**src/rtl/shift_deser.sv**
```systemverilog
// shift_deser: 16-bit serial-to-parallel deserializer with mid-bit sampling and ready/valid output.
// Optional feature: define SHIFT_DESER_PARITY_EN for 17-bit frames (16 data + even parity bit).
module shift_deser #(
  parameter int F0 = 50_000_000,
  parameter int F1 = 2
) (
  input  logic        clk,
  input  logic        rst_n,
  input  logic        i_bit,
  input  logic        i_sync,
  input  logic        i_ready,
  input  logic        i_clr_ovr,
  output logic [15:0] o_data,
  output logic        o_valid,
  output logic        o_overrun,
  output logic        o_parity_err,
  output logic        o_busy
);

  localparam int DIV = F0 / F1;
`ifdef SHIFT_DESER_PARITY_EN
  localparam int FRAME = 17;
`else
  localparam int FRAME = 16;
`endif
  // The last sample of a frame is taken straight from i_bit, so the shift
  // register only needs to hold the FRAME-1 earlier samples.
  localparam int SW = FRAME - 1;
  localparam int CW = (DIV < 2) ? 1 : $clog2(DIV);
  localparam int BW = $clog2(FRAME);
  localparam logic [CW-1:0] C_FIRST = CW'(DIV / 2 - 1);
  localparam logic [CW-1:0] C_BIT   = CW'(DIV - 1);
  localparam logic [BW-1:0] C_LAST  = BW'(FRAME - 1);

  if (DIV < 2) begin : g_div_check
    $error("shift_deser: F0/F1 must be at least 2");
  end

  typedef enum logic {IDLE, RECV} state_t;

  state_t          r_state;
  state_t          w_state_nxt;
  logic [CW-1:0]   r_tick_cnt;
  logic [BW-1:0]   r_bit_cnt;
  logic [SW-1:0]   r_shift;
  logic [15:0]     r_data;
  logic            r_valid;
  logic            r_ovr;
  logic            w_tick;
  logic            w_done;
  logic            w_load;
  logic            w_drop;
  logic [15:0]     w_word;

  // Frame start is the only transition; once receiving, framing is continuous.
  always_comb begin
    w_state_nxt = i_sync ? RECV : r_state;
  end

  // State register.
  always_ff @(posedge clk or negedge rst_n) begin
    if (!rst_n) r_state <= IDLE;
    else        r_state <= w_state_nxt;
  end

  // A sync in the same cycle as a tick wins, so the tick is suppressed here.
  assign w_tick = (r_state == RECV) && (r_tick_cnt == '0) && !i_sync;
  assign w_done = w_tick && (r_bit_cnt == C_LAST);
  assign w_load = w_done && (!r_valid || i_ready);
  assign w_drop = w_done && !w_load;

`ifdef SHIFT_DESER_PARITY_EN
  logic r_perr;
  assign w_word = r_shift;
`else
  assign w_word = {r_shift, i_bit};
`endif

  // Mid-bit sample timer: half a bit after sync, then one bit period per sample.
  always_ff @(posedge clk or negedge rst_n) begin
    if (!rst_n)                r_tick_cnt <= '0;
    else if (i_sync)           r_tick_cnt <= C_FIRST;
    else if (r_state == RECV)  r_tick_cnt <= (r_tick_cnt == '0) ? C_BIT : r_tick_cnt - 1'b1;
  end

  // Bit position within the frame; wraps so the next sample opens a new frame.
  always_ff @(posedge clk or negedge rst_n) begin
    if (!rst_n)      r_bit_cnt <= '0;
    else if (i_sync) r_bit_cnt <= '0;
    else if (w_tick) r_bit_cnt <= (r_bit_cnt == C_LAST) ? '0 : r_bit_cnt + 1'b1;
  end

  // MSB-first shift: each new sample enters at the LSB.
  always_ff @(posedge clk or negedge rst_n) begin
    if (!rst_n)      r_shift <= '0;
    else if (w_tick) r_shift <= {r_shift[SW-2:0], i_bit};
  end

  // Output word holds while valid; a completed word either loads or is dropped.
  always_ff @(posedge clk or negedge rst_n) begin
    if (!rst_n) begin
      r_data  <= '0;
      r_valid <= 1'b0;
    end else begin
      r_data  <= w_load ? w_word : r_data;
      r_valid <= w_load || (r_valid && !i_ready);
    end
  end

  // Sticky overrun; a drop in the same cycle as a clear keeps it set.
  always_ff @(posedge clk or negedge rst_n) begin
    if (!rst_n) r_ovr <= 1'b0;
    else        r_ovr <= w_drop || (r_ovr && !i_clr_ovr);
  end

`ifdef SHIFT_DESER_PARITY_EN
  // Even parity over all 17 bits; flag travels with the word it describes.
  always_ff @(posedge clk or negedge rst_n) begin
    if (!rst_n)      r_perr <= 1'b0;
    else if (w_load) r_perr <= ^{r_shift, i_bit};
  end
  assign o_parity_err = r_perr;
`else
  assign o_parity_err = 1'b0;
`endif

  assign o_data    = r_data;
  assign o_valid   = r_valid;
  assign o_overrun = r_ovr;
  assign o_busy    = (r_state == RECV);

endmodule

```
**config.mk**
```make
export PLATFORM = sky130hd
export DESIGN_NAME = shift_deser
export DESIGN_NICKNAME = d
export VERILOG_FILES = /design/src/rtl/shift_deser.sv
export SDC_FILE = /design/constraint.sdc
export NUM_CORES = 1
export LEC_CHECK = 0
export CAP_MARGIN = 20
export CELL_PAD_IN_SITES_DETAIL_PLACEMENT = 1
export CELL_PAD_IN_SITES_GLOBAL_PLACEMENT = 2
export CORE_AREA = 4 4 91 93
export DETAILED_ROUTE_END_ITERATION = 10
export DIE_AREA = 0 0 95 97
export PLACE_DENSITY = 0.8
export SLEW_MARGIN = 20
export SYNTH_ARGS = -nofsm -noshare
export SYNTH_HDL_FRONTEND = slang
export SYNTH_SLANG_ARGS = --single-unit
```
**constraint.sdc**
```tcl
create_clock -name clk -period 8.82 [get_ports clk]
set_clock_uncertainty 0.2 [all_clocks]
set_input_delay 1.764 -clock clk [delete_from_list [all_inputs] [get_ports clk]]
set_output_delay 1.764 -clock clk [all_outputs]
set_load 0.1 [all_outputs]
```
==> After elaboration in Yosys (flattened, before gate mapping) <==
Index checks and enable logic that the tools add are counted.
{ "word_totals": {"register_bits": 63, "inputBits": 6, "out_inout_bits": 20, "word_cells": 34} }
{ "classes": {"addsub": 2, "n_eq_ne": 1, "mux": 6, "n_reduce_logical": 18} }
{ "ops": {"columns": ["operator", "count"], "rows": [
  ["$mux 25", 3],
  ["$logic_not 25->1", 1],
  ["$sub 25x1->25 const B", 1],
  ["$mux 4", 3],
  ["$logic_and 1x1->1", 7],
  ["$logic_not 1->1", 5],
  ["$add 4x1->4 const B", 1],
  ["$eq 4x4->1 const B", 1],
  ["$reduce_bool 2->1", 2],
  ["$logic_or 1x1->1", 3]
]} }

==> Logic depth before layout (Yosys ltp) <==
Gate-level depths: netlist (run 1).
{ "logic_depth": {"ltp_word": 8, "ltp_mapped": 9, "depth_no_buf": 7} }

==> Least setup slack after synthesis (run 1) <==
No wires, ideal clock.
{ "synth_path": {"path_type": "input -> register", "startpoint": "input port i_sync", "endpoint": "register r_data[10] (netlist: o_data[10])", "setup_time_ps": 126, "arrival_ps": 3330, "required_ps": 8494, "slack_ps": 5164, "cell_stages": 7, "path_buffers": 2, "cell_sequence": "inv_1 > nand2_1 > or4_4 > buf_6 > nor3b_4 > buf_12 > mux2_4"} }
{ "synth_between": {"elab_chain_len": 4} }
{ "synth_rtl": {"columns": ["element", "line", "rtl"], "rows": [
  ["start, declared", "10", "input logic i_sync,"],
  ["$logic_not 1->1", "67", "assign w_tick = (r_state == RECV) && (r_tick_cnt == '0) && !i_sync;"],
  ["$logic_and 1x1->1", "67", null],
  ["$logic_and 1x1->1", "68", "assign w_done = w_tick && (r_bit_cnt == C_LAST);"],
  ["$logic_and 1x1->1", "69", "assign w_load = w_done && (!r_valid || i_ready);"],
  ["end signal, assigned", "105", "r_data <= w_load ? w_word : r_data;"],
  ["end, declared", "46", "logic [15:0] r_data;"]
]} }
No other way between the ends.
A chain may end at the register's enable or synchronous reset.

==> Final worst setup path (run 1) <==
{ "layout_path": {"startpoint": "input port i_sync", "endpoint": "register r_data[2] (netlist: o_data[2])"} }
Same word-level chain as after synthesis.

==> impl_metrics.csv, run 1 <==
group,metric,value,unit
run_status,outcome,"finished clean",
pwr,p_sw_share,20.33,%
sta,hold_viol_final,0,
synth,yosysTopAreaCell,"dfrtp_1",
sta,tightest_slew,0.9778,ns
pwr,pwr-share-comb,2.7,%
die,dieWidth,95,um
pwr,vdd_drop_max,0.06922,mV
clocking,cts_max_level,3,
synth,postSynthCellCount,259,
route,viasPerCell,5.450,
route,drt-pass1-iter-count,4,
global_routing,grtUsageTotal,15.88,%
synth,synth_flop_cell,"dfrtp_1",
route,post-route-drc-count,0,
sta,fmax,0.1942,GHz
synth,yosysSeqAreaShare,53.19,%
sta,fin_crit,5.150,ns
sta,rsz0062_at_grt,"no",
setup_path,worstSetupEndpointType,"flop",
route,avgRoutedWirePerCell,16.83,um
clocking,insertion_delay,0.33,ns
setup_path,cp_max_fo,20,
synth,yosys_warnings,0,
sta,relSlewSlack,34.74,%
synth,synth_edf_count,0,
finish,area_growth,18.40,%
pwr,power_density,167.5,mW/mm^2
synth,async_reset_ff_share,100.0,%
clocking,cts_tree,"done",
global_routing,grt_max_degree,64,
placed_design,io_buffers,24,
setup_path,path_class,"in2reg",
route,ant_nets,0,
setup_path,cp.arrival,5.16,ns
sta,tns,0,ns
pwr,p_leak,1.489,nW
route,drt_iter0_markers,96,
global_routing,antenna_found_initial,0,
finish,final_cell_mix,"63 x dfrtp_1, 23 x clkdlybuf4s50_1, 21 x nor2_1, 21 x mux2_2, 14 x nand2_1",
pwr,p_seq_share,49.5,%
sta,slew_viol_final,0,
synth,syn_avg_cell_area,11.44,um^2
finish,multiInputGateArea,0.001290,mm^2
pwr,power.internal,468.4,uW
job,drv_cap,0,
finish,n_antenna_cell,0,
die,core,0.007527,mm^2
sta,period_share,58.38,%
placed_design,pre_cts_ws,3.262,ns
clocking,cts_hold_buf,0,
route,via_count,2142,
die,start_util,39.38,%
placed_design,place_hpwl,4.587,mm
pwr,power.share.clock,47.8,%
pwr,p_switching,119.6,uW
clocking,post_cts_buffers,0,
finish,drive_gt1_share,19.93,%
clocking,clock-sinks,63,
clocking,clkTransAtPathRegs,0.06,ns
synth,synth_top_cell_area_share,53.19,%
sta,timing.final.ws_setup,3.670,ns
synth,synthesis.nets,267,
setup_path,cp.required,8.83,ns
die,num_rows,32,
pwr,power,588.0,uW
die,boundaryPins,26,
global_routing,grt_pass1_vias,2225,
synth,synth.ff_latch_count,63,
sta,hold_ws,0.3140,ns
synth,synth_area_leaders,"dfrtp_1 53%, mux2_2 8.0%, mux2_4 5.1%, nor2_1 2.7%, nor3_1 2.4%",
global_routing,grt_first_pass_wirelength,11.34,mm
finish,seq_area,0.001577,mm^2
finish,n_fill_cell,834,
placed_design,gp_congestion,0.7352,
die,dieHeight,97,um
finish,layout_commonest_cell,"dfrtp_1",
setup_path,cp-start-kind,"input port",
synth,synth_area,0.002964,mm^2
sta,setup_violations,0,
clocking,numCtsBuffers,9,
clocking,clock_path_buffers,2,
worst_hold_path,holdCritPathClass,"reg2reg",
die,dieArea,0.009215,mm^2
route,wl,6.615,mm
clocking,cts-root-buf,"clkbuf_8",
finish,nets,294,
clocking,cts_resized,0,
synth,synth_cell_types,46,
global_routing,grt-ovfl-total,0,
## power by group through the flow
stage / Sequential [mW] / Combinational (mW) / Clock [mW]
6_report: 0.291 / 0.0159 / 0.281
5_1_grt: 0.291 / 0.0184 / 0.307
4_1_cts: 0.291 / 0.0167 / 0.291
3_5_place_dp: 0.296 / 0.0166 / 0
3_3_place_gp: 0.296 / 0.0165 / 0
2_1_floorplan: 0.296 / 0.00734 / 0
## Yosys cell counts, types with 3 or more instances
library cell and count:
and4_1 4, nand2_1 14, or4_1 3, mux2_2 21
o21ai_0 13, nor3_1 14, clkbuf_1 8, dfrtp_1 63
nand4_1 6, xor2_1 4, xnor2_1 4, or3_1 3
o31ai_1 4, nor2_1 21, inv_1 9, mux2_4 10
nor4_1 5, nand3_1 6, a21oi_1 9
## layout make-up
cell class,instances,area share [%]
inverter,9,0.9626
clock inverter,3,1.854
clock buffer,13,4.528
tap,102,3.636
timing repair buffer,27,7.344
sequential,63,44.92
multi-input combinational,176,36.76
## state kept, by name, indices dropped and copies added (netlist names)
name        count
o_overrun       1
o_busy          1
r_tick_cnt     25
o_data         16
r_shift        15
o_valid         1
r_bit_cnt       4
## final timing paths
path | cells after the start | end | slack, ns | startpoint
worst max-delay path | 6 | o_data[2] | 3.67 | i_sync
worst min-delay path | 1 | o_data[6] | 0.31 | o_data[6]
worst max register to register | 7 | o_data[2] | 4.75 | r_tick_cnt[0]
worst min register to register | 1 | o_data[6] | 0.31 | o_data[6]
max in group asynchronous | 2 | o_data[1] | 6.51 | rst_n
min in group asynchronous | 2 | o_data[10] | 1.41 | rst_n
## cell families (layout without fill, tap and decap cells)
family | Yosys count | count (layout) | share of synthesized area (%)
AOI/OAI and AO/OA | 42 | 42 | 9.245
xor gates and xnor gates | 8 | 8 | 2.364
adders and majority gates | 2 | 2 | 0.8441
buffers and inverters | 20 | 52 | 3.461
DFF | 63 | 63 | 53.19
muxes | 33 | 33 | 13.72
other | 1 | 1 | 0.1265
and+or+nand+nor | 90 | 90 | 17.05
## worst max-delay path: stages
cell,delay [ns]
clkdlybuf4s50_1,0.83
inv_1,0.61
nand2_1,0.11
or4_4,0.58
nor3b_4,0.84
mux2_2,0.42
## metal layers
metal | GRT usage [%] | share of wire, % | up-vias
li1 | - | - | 1002
met1 | 20.61 | 47 | 1088
met2 | 25.00 | 48 | 43
met3 | 4.199 | 3.8 | 9
met4 | 6.326 | 1.1 | 0
met5 | 0 | 0 | -
## metrics by stage
stage / instance area, um^2 / cells / utilization [%]
floorplan: 2964 / 259 / -
global placement: 3286 / 377 / 43.65
detailed placement: 3286 / 377 / 43.65
CTS: 3510 / 393 / 46.63
global route: 3510 / 393 / 46.63
finish: 3510 / 393 / 46.63
No activity file was read; power rests on OpenSTA's default activity.
==> inputs of run 2 (changes only) <==
--- a/config.mk
+++ b/config.mk
@@ -8,10 +8,10 @@
 export CAP_MARGIN = 20
 export CELL_PAD_IN_SITES_DETAIL_PLACEMENT = 1
 export CELL_PAD_IN_SITES_GLOBAL_PLACEMENT = 2
-export CORE_AREA = 4 4 91 93
+export CORE_AREA = 4 4 98 100
 export DETAILED_ROUTE_END_ITERATION = 10
-export DIE_AREA = 0 0 95 97
-export PLACE_DENSITY = 0.8
+export DIE_AREA = 0 0 102 104
+export PLACE_DENSITY = 0.73
 export SLEW_MARGIN = 20
 export SYNTH_ARGS = -nofsm -noshare
 export SYNTH_HDL_FRONTEND = slang
==> constraint.sdc (replaced) <==
create_clock -name clk -period 4.26 [get_ports clk]
set_clock_uncertainty 0.2 [all_clocks]
set_input_delay 0.852 -clock clk [delete_from_list [all_inputs] [get_ports clk]]
set_output_delay 0.852 -clock clk [all_outputs]
set_load 0.1 [all_outputs]
==> run 2 against run 1 <==
Wire length up 1.7%. Sequential power up 110%. Setup slack worse by 2.7 ns. Non-clock buffer count up 3. Critical path depth up 2.
==> impl_metrics.csv, run 2 (synthesis results as in run 1) <==
group,metric,value,unit
run_status,outcome,"finished clean",
sta,hold_ws,0.3095,ns
global_routing,grt_pass1_vias,2243,
finish,nets,297,
finish,drive_gt1_share,20.75,%
finish,n_fill_cell,967,
clocking,numCtsBuffers,9,
setup_path,cp-start-kind,"flop",
placed_design,io_buffers,24,
finish,area_growth,19.16,%
setup_path,path_cells,"inv_1 -> ha_1 -> nor4b_1 -> nand2_1 -> or4_4 -> nor3b_4 -> buf_4 -> mux2_2",
sta,rsz0062_at_grt,"no",
clocking,clock_path_buffers,2,
route,avgRoutedWirePerCell,16.73,um
setup_path,path_class,"reg2reg",
placed_design,place_area,0.003308,mm^2
setup_path,cp_max_fo,18,
setup_path,worstSetupEndpointType,"flop",
sta,relSlewSlack,35.00,%
global_routing,grt_max_degree,40,
pwr,p_switching,260.5,uW
sta,slew_viol_final,0,
die,boundaryPins,26,
clocking,cts_hold_buf,0,
pwr,power.internal,971.0,uW
pwr,p_leak,1.505,nW
finish,final_area,0.003532,mm^2
finish,final_cell_mix,"63 x dfrtp_1, 22 x clkdlybuf4s50_1, 21 x nor2_1, 21 x mux2_2",
global_routing,grt-ovfl-total,0,
clocking,clkTransAtPathRegs,0.07,ns
setup_path,cp_slowest_stage_delay,0.73,ns
sta,tightest_slew,0.9719,ns
die,num_rows,34,
route,drt-pass1-iter-count,4,
sta,hold_viol_final,0,
route,post-route-drc-count,0,
global_routing,grt_first_pass_wirelength,11.58,mm
clocking,insertion_delay,0.34,ns
finish,layout_commonest_cell,"dfrtp_1",
finish,largest_register,"r_tick_cnt",
finish,largest_reg_flops,25,
placed_design,gp_congestion,0.7676,
sta,tns,0,ns
pwr,vdd_drop_max,0.1566,mV
setup_path,cp.required,4.28,ns
clocking,post_cts_buffers,0,
die,dieWidth,102,um
sta,fmax,0.3003,GHz
setup_path,crit_path_top_delay_cell,"or4_4",
pwr,p_seq_share,48.9,%
route,wl,6.726,mm
pwr,p_sw_share,21.15,%
die,core,0.008678,mm^2
clocking,cts-root-buf,"clkbuf_8",
die,dieHeight,104,um
clocking,clock-sinks,63,
route,drt_iter0_markers,84,
finish,n_antenna_cell,0,
sta,setup_violations,0,
setup_path,cp.arrival,3.35,ns
pwr,power.share.clock,48.2,%
sta,period_share,78.17,%
job,drv_cap,0,
pwr,pwr-share-comb,2.9,%
global_routing,grtUsageTotal,13.86,%
clocking,cts_tree,"done",
sta,fin_crit,3.330,ns
pwr,power_density,348.7,mW/mm^2
die,start_util,34.16,%
worst_hold_path,holdCritPathClass,"reg2reg",
clocking,cts_max_level,3,
die,dieArea,0.01061,mm^2
route,viasPerCell,5.241,
clocking,cts_resized,0,
placed_design,place_hpwl,4.577,mm
global_routing,antenna_found_initial,0,
route,via_count,2107,
finish,fin_util,40.70,%
route,ant_nets,0,
==> run 2: final timing paths <==
path                               start           to  slack [ns]  cells after the start
setup reg to reg           r_tick_cnt[0]    o_data[1]        0.93                      8
min in group asynchronous          rst_n  r_shift[11]        0.43                      1
hold reg to reg                o_data[4]    o_data[4]        0.31                      1
hold / removal                 o_data[4]    o_data[4]        0.31                      1
max in group asynchronous          rst_n  r_shift[14]        2.54                      2
setup / recovery           r_tick_cnt[0]    o_data[1]        0.93                      8
==> run 2: layer usage <==
layer	global-route usage [%]	vias to the layer above	part of all wire, %
met5	0	-	0
met4	5.904	0	1.2
met3	2.414	6	3.0
met2	21.26	26	47
met1	19.06	1069	48
li1	-	1006	-
==> run 2: critical path: cells and delay by family, from the launching register on <==
family	cells	cell delay, ns
and+or+nand+nor	4	1.69
buffers and inverters	2	0.38
DFF	1	0.38
muxes	1	0.37
adders and majority gates	1	0.18
==> run 2: power by group through the flow <==
stage | Combinational [mW] | Clock, mW | Sequential [mW]
3_3_place_gp | 0.0372 | 0 | 0.614
4_1_cts | 0.0375 | 0.614 | 0.602
5_1_grt | 0.0417 | 0.637 | 0.602
2_1_floorplan | 0.0152 | 0 | 0.613
3_5_place_dp | 0.0373 | 0 | 0.614
6_report | 0.0356 | 0.594 | 0.602
==> run 2: cell type report <==
type	instances	area, um^2	share of cell area [%]
clock buffers	13	158.9	4.499
flip-flops and latches	63	1577	44.63
well taps	108	135.1	3.826
multi-input cells	176	1285	36.38
clock inverters	3	65.06	1.842
inverters	9	33.78	0.9564
repair buffers	30	277.8	7.864
==> run 2: stage by stage <==
step           setup slack (ns)  power (mW)  instances
3_5_place_dp             0.9146      0.6511        386
4_1_cts                  0.8859       1.254        402
6_report                 0.9299       1.232        402
5_1_grt                  0.6499       1.280        402
3_3_place_gp              1.031      0.6509        386
2_1_floorplan             1.118      0.6286        259
==> inputs of run 3 (changes only) <==
--- a/config.mk
+++ b/config.mk
@@ -8,10 +8,10 @@
 export CAP_MARGIN = 20
 export CELL_PAD_IN_SITES_DETAIL_PLACEMENT = 1
 export CELL_PAD_IN_SITES_GLOBAL_PLACEMENT = 2
-export CORE_AREA = 4 4 98 100
+export CORE_AREA = 4 4 94 96
 export DETAILED_ROUTE_END_ITERATION = 10
-export DIE_AREA = 0 0 102 104
-export PLACE_DENSITY = 0.73
+export DIE_AREA = 0 0 98 100
+export PLACE_DENSITY = 0.75
 export SLEW_MARGIN = 20
 export SYNTH_ARGS = -nofsm -noshare
 export SYNTH_HDL_FRONTEND = slang
==> constraint.sdc (replaced) <==
create_clock -name clk -period 3.3 [get_ports clk]
set_clock_uncertainty 0.2 [all_clocks]
set_input_delay 0.66 -clock clk [delete_from_list [all_inputs] [get_ports clk]]
set_output_delay 0.66 -clock clk [all_outputs]
set_load 0.1 [all_outputs]
==> run 3 against run 2 <==
Maximum frequency is 14% higher. Critical endpoint is now o_data[3]. Highest routed layer unchanged. Register-to-register slack worse by 0.54 ns. Sequential power is 29% higher. Wire length is 4.6% higher. Final cell count is 0.50% higher. Worst hold slack worse by 0.027 ns. Sequential cell count stayed put. Clock-buffer cell count is 4 lower. First-iteration DRC count is 8.3% lower.
==> impl_metrics.csv, run 3 (synthesis results as in run 1) <==
group,metric,value,unit
clocking,post_cts_buffers,0,
global_routing,grt_pass1_vias,2248,
setup_path,cp.required,3.33,ns
sta,slew_viol_final,0,
route,ant_nets,0,
setup_path,worstRegToRegCells,6,
route,wl,7.037,mm
global_routing,grt_first_pass_wirelength,11.82,mm
run_status,outcome,"finished clean",
setup_path,cp_max_fo,16,
placed_design,gp_congestion,0.7692,
clocking,cts_hold_buf,0,
die,dieWidth,98,um
route,post-route-drc-count,0,
die,start_util,36.81,%
sta,setup_violations,0,
sta,tightest_slew,0.8160,ns
die,dieHeight,100,um
pwr,p_switching,370.0,uW
setup_path,r2r_slack,0.38,ns
route,via_count,2155,
pwr,p_seq_share,51.6,%
die,boundaryPins,26,
finish,nets,302,
pwr,power,1.506,mW
finish,layout_commonest_cell,"dfrtp_1",
clocking,cts_resized,0,
setup_path,cp-start-kind,"flop",
finish,n_antenna_cell,0,
route,drt-pass1-iter-count,4,
setup_path,crit_path_top_delay_cell,"or4_4",
clocking,cts-root-buf,"clkbuf_8",
setup_path,path_cells,"nor3_1 -> nand4_1 -> or4_4 -> nor3b_4 -> buf_4 -> mux2_2",
pwr,vdd_drop_max,0.1545,mV
clocking,clkTransAtPathRegs,0.08,ns
clocking,numCtsBuffers,9,
pwr,p_leak,1.548,nW
pwr,p_sw_share,24.56,%
setup_path,timing.rr.end,"o_data[3]",
finish,drive_gt1_share,28.76,%
pwr,power.internal,1.136,mW
sta,period_share,88.34,%
die,core,0.008051,mm^2
finish,final_cell_mix,"63 x dfrtp_1, 30 x buf_4, 21 x nor2_1, 21 x mux2_2",
route,viasPerCell,5.334,
clocking,clock-sinks,63,
pwr,power.share.clock,45.3,%
sta,hold_viol_final,0,
placed_design,io_buffers,24,
setup_path,cp_slowest_stage_delay,0.64,ns
clocking,cts_tree,"done",
clocking,clock_path_buffers,2,
finish,area_growth,17.86,%
die,num_rows,33,
global_routing,grt_max_degree,64,
setup_path,reg2reg_from,"r_tick_cnt[11]",
die,dieArea,0.009800,mm^2
clocking,insertion_delay,0.34,ns
sta,fin_crit,2.915,ns
clocking,cts_max_level,3,
route,drt_iter0_markers,77,
global_routing,grtUsageTotal,15.29,%
setup_path,worstSetupEndpointType,"flop",
sta,rsz0062_at_grt,"no",
global_routing,grt-ovfl-total,0,
pwr,power_density,431.2,mW/mm^2
global_routing,antenna_found_initial,0,
finish,largest_reg_flops,25,
worst_hold_path,holdCritPathClass,"in2async",
sta,relSlewSlack,45.60,%
job,drv_cap,0,
placed_design,place_hpwl,4.708,mm
route,avgRoutedWirePerCell,17.42,um
setup_path,path_class,"reg2reg",
sta,tns,0,ns
setup_path,cp.arrival,2.94,ns
finish,largest_register,"r_tick_cnt",
sta,fmax,0.3430,GHz
pwr,pwr-share-comb,3.1,%
==> run 3: worst max-delay path by stage <==
stage,startpoint,endpoint,slack (ns),cells after the start
finish,r_tick_cnt[11],o_data[3],0.38,6
global route,r_tick_cnt[0],o_data[0],0.25,8
CTS,r_tick_cnt[20],o_data[3],0.37,6
detailed placement,i_sync,o_data[3],0.38,7
global placement,i_sync,o_data[15],0.42,7
floorplan,o_busy,o_data[10],0.16,7
==> run 3: final cells by class <==
| cell class | instances | area, um^2 |
|---|---|---|
| Sequential cell | 63 | 1577 |
| Inverter | 9 | 33.78 |
| Clock inverter | 7 | 72.57 |
| Fill cell | 899 | 4558 |
| Timing Repair Buffer | 35 | 270.3 |
| Multi-Input combinational cell | 176 | 1285 |
| Tap cell | 105 | 131.4 |
| Clock buffer | 9 | 123.9 |
==> run 3: routing by layer <==
layer  up-vias  track usage [%]  routed length (um)
met4         0            6.709                 122
met2        37            25.03                3367
met1      1096            19.56                3318
li1       1012                -                   -
met5         -                0                   0
met3        10            3.336                 229
==> run 3: stage by stage <==
stage | setup WS (ns) | std cells | instance area, um^2 | hold WS, ns | util [%]
2_1_floorplan | 0.1584 | 259 | 2964 | 0.1644 | -
3_3_place_gp | 0.4155 | 388 | 3297 | 0.2859 | 40.95
3_5_place_dp | 0.3830 | 388 | 3297 | 0.2865 | 40.95
4_1_cts | 0.3747 | 404 | 3493 | 0.3071 | 43.39
5_1_grt | 0.2545 | 404 | 3493 | 0.3227 | 43.39
6_report | 0.3849 | 404 | 3493 | 0.2830 | 43.39
==> run 3: critical path: cells and delay by family (launching register included) <==
| kind | cells | cell delay, ns |
|---|---|---|
| and+or+nand+nor | 4 | 1.51 |
| DFF | 1 | 0.42 |
| muxes | 1 | 0.37 |
| buffers and inverters | 1 | 0.30 |
==> run 3: power by group through the flow <==
| stage | sequential, mW | clock (mW) | combinational, mW |
|---|---|---|---|
| 6_report | 0.777 | 0.682 | 0.0464 |
| 5_1_grt | 0.778 | 0.735 | 0.0532 |
| 4_1_cts | 0.777 | 0.704 | 0.0488 |
| 3_5_place_dp | 0.792 | 0 | 0.0490 |
| 3_3_place_gp | 0.792 | 0 | 0.0483 |
| 2_1_floorplan | 0.792 | 0 | 0.0196 |
